==> config.mk <==
export PLATFORM = sky130hd
export DESIGN_NAME = dsp_mac_pipe
export DESIGN_NICKNAME = d
export VERILOG_FILES = /design/src/rtl/dsp_mac_pipe.sv
export SDC_FILE = /design/constraint.sdc
export NUM_CORES = 2
export LEC_CHECK = 0
export ABC_CLOCK_PERIOD_IN_PS = 6300
export CAP_MARGIN = 15
export CELL_PAD_IN_SITES_DETAIL_PLACEMENT = 0
export CELL_PAD_IN_SITES_GLOBAL_PLACEMENT = 2
export CORE_UTILIZATION = 35
export DETAILED_ROUTE_END_ITERATION = 8
export GPL_TIMING_DRIVEN = 0
export PLACE_DENSITY_LB_ADDON = 0.1
export SKIP_CTS_REPAIR_TIMING = 1
export SLEW_MARGIN = 15
export SYNTH_ARGS = -nofsm -noshare
export SYNTH_HDL_FRONTEND = slang
export SYNTH_SLANG_ARGS = --single-unit
export TNS_END_PERCENT = 20
==> constraint.sdc <==
create_clock -name clk -period 6.3 [get_ports clk]
set_input_delay 1.575 -clock clk [delete_from_list [all_inputs] [get_ports clk]]
set_output_delay 1.575 -clock clk [all_outputs]
set_load 0.01 [all_outputs]
==> src/rtl/dsp_mac_pipe.sv <==
// dsp_mac_pipe: four-stage signed DSP slice (pre-adder, multiplier,
// post-adder/accumulator) with per-sample operation select.
//   opmode 00: P = (D+A)*B + C     01: P = (D-A)*B + C
//          10: P = P + (D+A)*B     11: P = C - (D-A)*B
// Optional feature macro: DSP_SAT_EN -- saturating post-adder with a sticky
// overflow flag. Without it the post-adder wraps and ovf is tied low.
module dsp_mac_pipe #(
  parameter int A_W = 18,
  parameter int B_W = 18,
  parameter int P_W = 48
) (
  input  logic                  clk,
  input  logic                  rstn,
  input  logic                  in_valid,
  input  logic [1:0]            opmode,
  input  logic signed [A_W-1:0] A,
  input  logic signed [A_W-1:0] D,
  input  logic signed [B_W-1:0] B,
  input  logic signed [P_W-1:0] C,
  output logic                  out_valid,
  output logic signed [P_W-1:0] P,
  output logic                  ovf
);

  localparam int PRE_W = A_W + 1;
  localparam int M_W   = A_W + 1 + B_W;
`ifdef DSP_SAT_EN
  // One guard bit so the post-adder result can be range-checked before clamping.
  localparam int S_W   = P_W + 1;
`else
  localparam int S_W   = P_W;
`endif

  // Stage 1: input capture
  logic                  r_v1;
  logic [1:0]            r_op1;
  logic signed [A_W-1:0] r_a1;
  logic signed [A_W-1:0] r_d1;
  logic signed [B_W-1:0] r_b1;
  logic signed [P_W-1:0] r_c1;
  // Stage 2: pre-adder result
  logic                  r_v2;
  logic [1:0]            r_op2;
  logic signed [PRE_W-1:0] r_pre2;
  logic signed [B_W-1:0] r_b2;
  logic signed [P_W-1:0] r_c2;
  // Stage 3: product
  logic                  r_v3;
  logic [1:0]            r_op3;
  logic signed [M_W-1:0] r_m3;
  logic signed [P_W-1:0] r_c3;
  // Stage 4: result
  logic                  r_out_v;
  logic signed [P_W-1:0] r_p;

  logic signed [PRE_W-1:0] w_a_ext;
  logic signed [PRE_W-1:0] w_d_ext;
  logic signed [PRE_W-1:0] w_pre;
  logic signed [M_W-1:0]   w_m;
  logic signed [S_W-1:0]   w_p_ext;
  logic signed [S_W-1:0]   w_c_ext;
  logic signed [S_W-1:0]   w_m_ext;
  logic signed [S_W-1:0]   w_sum;
  logic signed [P_W-1:0]   w_res;

  assign w_a_ext = PRE_W'(r_a1);
  assign w_d_ext = PRE_W'(r_d1);
  assign w_pre   = r_op1[0] ? (w_d_ext - w_a_ext) : (w_d_ext + w_a_ext);
  assign w_m     = M_W'(r_pre2) * M_W'(r_b2);
  assign w_p_ext = S_W'(r_p);
  assign w_c_ext = S_W'(r_c3);
  assign w_m_ext = S_W'(r_m3);

  // Stage 1: capture operands and opmode only for valid samples.
  always_ff @(posedge clk) begin
    if (!rstn) begin
      r_v1  <= 1'b0;
      r_op1 <= 2'b00;
      r_a1  <= '0;
      r_d1  <= '0;
      r_b1  <= '0;
      r_c1  <= '0;
    end else begin
      r_v1 <= in_valid;
      if (in_valid) begin
        r_op1 <= opmode;
        r_a1  <= A;
        r_d1  <= D;
        r_b1  <= B;
        r_c1  <= C;
      end
    end
  end

  // Stage 2: register the pre-adder sum/difference.
  always_ff @(posedge clk) begin
    if (!rstn) begin
      r_v2   <= 1'b0;
      r_op2  <= 2'b00;
      r_pre2 <= '0;
      r_b2   <= '0;
      r_c2   <= '0;
    end else begin
      r_v2 <= r_v1;
      if (r_v1) begin
        r_op2  <= r_op1;
        r_pre2 <= w_pre;
        r_b2   <= r_b1;
        r_c2   <= r_c1;
      end
    end
  end

  // Stage 3: register the full-precision product.
  always_ff @(posedge clk) begin
    if (!rstn) begin
      r_v3  <= 1'b0;
      r_op3 <= 2'b00;
      r_m3  <= '0;
      r_c3  <= '0;
    end else begin
      r_v3 <= r_v2;
      if (r_v2) begin
        r_op3 <= r_op2;
        r_m3  <= w_m;
        r_c3  <= r_c2;
      end
    end
  end

  // Post-adder operation select; accumulate reads the live P register.
  always_comb begin
    w_sum = w_c_ext + w_m_ext;
    case (r_op3)
      2'b00:   w_sum = w_c_ext + w_m_ext;
      2'b01:   w_sum = w_c_ext + w_m_ext;
      2'b10:   w_sum = w_p_ext + w_m_ext;
      2'b11:   w_sum = w_c_ext - w_m_ext;
      default: w_sum = w_c_ext + w_m_ext;
    endcase
  end

`ifdef DSP_SAT_EN
  logic w_ovf;
  logic r_ovf;

  assign w_ovf = (w_sum[S_W-1] != w_sum[S_W-2]);

  // Clamp to the signed P range when the guard bit disagrees with the sign.
  always_comb begin
    w_res = w_sum[P_W-1:0];
    if (w_ovf) begin
      if (w_sum[S_W-1]) begin
        w_res = {1'b1, {(P_W-1){1'b0}}};
      end else begin
        w_res = {1'b0, {(P_W-1){1'b1}}};
      end
    end else begin
      w_res = w_sum[P_W-1:0];
    end
  end

  // Sticky overflow flag, cleared only by reset.
  always_ff @(posedge clk) begin
    if (!rstn) begin
      r_ovf <= 1'b0;
    end else if (r_v3 && w_ovf) begin
      r_ovf <= 1'b1;
    end
  end

  assign ovf = r_ovf;
`else
  assign w_res = w_sum;
  assign ovf   = 1'b0;
`endif

  // Stage 4: P updates only on valid results; out_valid pulses with each update.
  always_ff @(posedge clk) begin
    if (!rstn) begin
      r_out_v <= 1'b0;
      r_p     <= '0;
    end else begin
      r_out_v <= r_v3;
      if (r_v3) begin
        r_p <= w_res;
      end
    end
  end

  assign out_valid = r_out_v;
  assign P         = r_p;

endmodule

==> results.toml <==
[worst_setup_path]
regToRegSetupSlack_ns = -0.15
rr_endpoint = "r_m3[36]"
worstSetupPathType = "flip-flop to flip-flop"
crit_arrival_ns = 6.97
r2r_cells = 21
required_ns = 6.82
worst_setup_path_end_kind = "flip-flop"
worstSetupStartpointType = "flip-flop"
crit_fanout = 7
timing.rr.start = "r_pre2[7]"

[yosys]
synth_top_area_share_pct = 21.9
synth_edf_count = 0
async_flop_share_pct = 0
netlist_area_um2 = 31800
ys_seq_area_share_pct = 20.7
yosys_most_used_dff = "dfxtp_1"
synth_area_leaders = "fa_1 22%, dfxtp_1 21%, mux2i_1 8.5%, ha_1 8.2%, inv_1 5.0%"
yosys_warnings = 0
postSynthCellCount = 3662
ys_types = 80
ys_ff_latch = 330
avgSynthCellArea_um2 = 8.70
yosys.area.top_type = "fa_1"
syn-num-nets = 4326

[clocking]
clockRootBuffer = "clkbuf_16"
cts_sinks = 330
clkTransAtPathRegs_ns = 0.07
cts_tree = "yes"
cts_htree_levels = 2
cts_buffers = 43
clk_latency_ns = 0.62
clockBufferDepth = 3

[routing]
wl_per_cell_um = 22.2
drtIter0Drc = 1723
routed_wl_mm = 113
ant_nets = 0
drc_errors = 0
vias_per_cell = 5.15
drtPass1Iterations = 5
vias = 26200

[placed_design]
place_inst = 4992
dp.final_hpwl_mm = 92.2
port_buffers = 154
place_congestion = 0.908
place_area_um2 = 34900

[global_route]
use_met3_pct = 3.00
globalRouteOverflowTotal = 0
use_met2_pct = 37.3
grt_usage_pct = 24.2
grt-busiest-layer = "met2"
first_global_vias = 25700
grt_antenna_before_repair = 4
grt_pass1_wl_mm = 169
use_met1_pct = 36.7
grt_start_max_net_pins = 14

[sta]
slew_headroom_pct = 19.3
hold_slack_ns = 0.464
period_share_pct = 102
final-max-slew-violation-count = 0
worstMarginPinSlew_ns = 1.21
final-setup-viol-count = 3
finClkSkew_ns = 0.0454
rsz0062_at_grt = "true"
fin_crit_ns = 6.45
timing.final.ws_setup_ns = -0.149
max_freq_mhz = 155
hold_viol = 0

[worst_hold_path]
min_to = "r_c3[46]"
hold_path_depth = 2
worstHoldStart = "r_c2[46]"
min_path_type = "flip-flop to flip-flop"

[die]
die_h_um = 304
die-area_um2 = 92200
core-area_um2 = 90000
io_pins = 157
start_util_pct = 35.4
die_w_um = 304
row_count = 110

[finish]
antenna_cells = 0
nFillCells = 9333
nets = 4540
fin_util_pct = 41.2
drive_gt1_share_pct = 6.68
stdcell_area_um2 = 37100
area_delta_synth_final_pct = 16.4
final_cells = 5085

[run_status]
run_status = "finished with violations"
violations = "negative setup slack"

[power_and_ir_drop]
p_total_mw = 6.73
power.leakage_nw = 16.9
irDropWorstVdd_mv = 0.186
power_per_cell_area_nw_per_um2 = 182

[job]
cap_viol_max_count = 0
## final cells by class
| type | count | area, um2 | share of cell area [%] |
|---|---|---|---|
| sequential | 330 | 6680 | 18.0 |
| clock inverter | 16 | 188 | 0.506 |
| clock buffer | 62 | 1240 | 3.34 |
| multi-input combinational | 2703 | 23100 | 62.3 |
| timing repair buffer | 187 | 1830 | 4.93 |
| buffer | 186 | 968 | 2.61 |
| inverter | 425 | 1600 | 4.33 |
| tap | 1176 | 1470 | 3.97 |
## through the flow
stage | worst slack, ns | TNS [ns]
2_1_floorplan | 0.0111 | 0
6_report | -0.149 | -0.252
3_5_place_dp | -1.81 | -20.18
4_1_cts | -1.81 | -21.31
3_3_place_gp | -1.80 | -20.30
5_1_grt | -0.321 | -1.52
## Yosys cell counts, types with 8 or more instances
| library cell | instances |
|---|---|
| ha_1 | 209 |
| mux2i_1 | 272 |
| or2_2 | 8 |
| a41oi_1 | 9 |
| o211ai_1 | 20 |
| a21oi_1 | 208 |
| o31ai_1 | 8 |
| o21bai_1 | 18 |
| a31oi_1 | 28 |
| o21a_1 | 13 |
| o21ai_0 | 135 |
| nor3_1 | 40 |
| buf_1 | 17 |
| a211oi_1 | 30 |
| inv_1 | 425 |
| dfxtp_1 | 330 |
| clkbuf_1 | 184 |
| and2_1 | 172 |
| and3_1 | 17 |
| nand2b_1 | 29 |
| nand2_1 | 287 |
| a21o_1 | 61 |
| nand4_1 | 21 |
| nor2b_1 | 17 |
| nand3_1 | 32 |
| xor2_1 | 49 |
| fa_1 | 348 |
| nor2_1 | 397 |
| or3_1 | 14 |
| nand3b_1 | 9 |
| xnor2_1 | 134 |
## critical path, stage by stage (launching register included)
cell and delay [ns]:
dfxtp_4 0.45, buf_12 0.14, buf_4 0.14, nand2_1 0.08
fa_1 0.51, inv_1 0.05, fa_1 0.49, fa_1 0.60
fa_1 0.46, fa_1 0.49, inv_1 0.05, fa_1 0.48
inv_1 0.04, ha_2 0.38, nand3_2 0.09, a311o_1 0.42
a211oi_4 0.41, a41o_1 0.26, and4_4 0.26, o31ai_4 0.07
xnor2_2 0.18, a21oi_2 0.29
## power breakdown
group | total [mW] | internal (mW) | switching, mW
Clock | 2.54 | 1.46 | 1.08
Sequential | 2.30 | 2.17 | 0.132
Combinational | 1.89 | 0.734 | 1.15
Total | 6.73 | 4.37 | 2.36
## state kept, by name (all words and copies together) (netlist names), 19 cells and up
name,count
P,48
r_c1,48
r_c2,48
r_c3,48
r_m3,37
r_pre2,19
## layer usage
layer / part of all wire, % / wire length [um]
met4: 1.3 / 1510
met5: 0.024 / 27
met2: 44 / 49300
met3: 4.9 / 5510
met1: 50 / 56500
## kinds of logic (layout without fill, tap and decap cells)
| logic type | count (synthesis) | in the layout | share of synthesized area [%] |
|---|---|---|---|
| and+or+nand+nor | 1078 | 1078 | 15.9 |
| buffers and inverters | 629 | 876 | 7.43 |
| AOI/OAI and AO/OA | 608 | 608 | 12.0 |
| adders and majority gates | 557 | 557 | 30.1 |
| DFF | 330 | 330 | 20.7 |
| muxes | 275 | 275 | 8.66 |
| xor gates and xnor gates | 184 | 184 | 5.08 |
| other | 1 | 1 | 0.0118 |
## worst max-delay path by stage
stage | cells after the start | endpoint | startpoint | slack [ns]
after detailed placement | 24 | r_m3[36] | r_pre2[7] | -1.81
after CTS | 24 | r_m3[36] | r_pre2[7] | -1.81
after global routing | 23 | r_m3[36] | r_pre2[5] | -0.32
after global placement | 24 | r_m3[36] | r_pre2[6] | -1.80
after floorplan | 25 | r_m3[32] | r_pre2[18] | 0.01
final | 21 | r_m3[36] | r_pre2[7] | -0.15
## cells in the final DEF (no fill, tap or decap), drive strengths merged, types with 10 or more instances in the layout
cell type      instances
inv                  425
nor2                 397
fa                   348
dfxtp                330
nand2                287
mux2i                272
a21oi                209
ha                   209
clkbuf               201
and2                 172
clkdlybuf4s50        154
o21ai                144
xnor2                134
buf                   80
a21o                  61
xor2                  50
nor3                  40
nand3                 32
a211oi                30
nand2b                29
a31oi                 28
nand4                 21
o211ai                20
o21bai                18
and3                  17
nor2b                 17
or3                   14
o21a                  13
clkinv                11
nor4                  11
o31ai                 10
No activity file was read; power rests on OpenSTA's default activity.
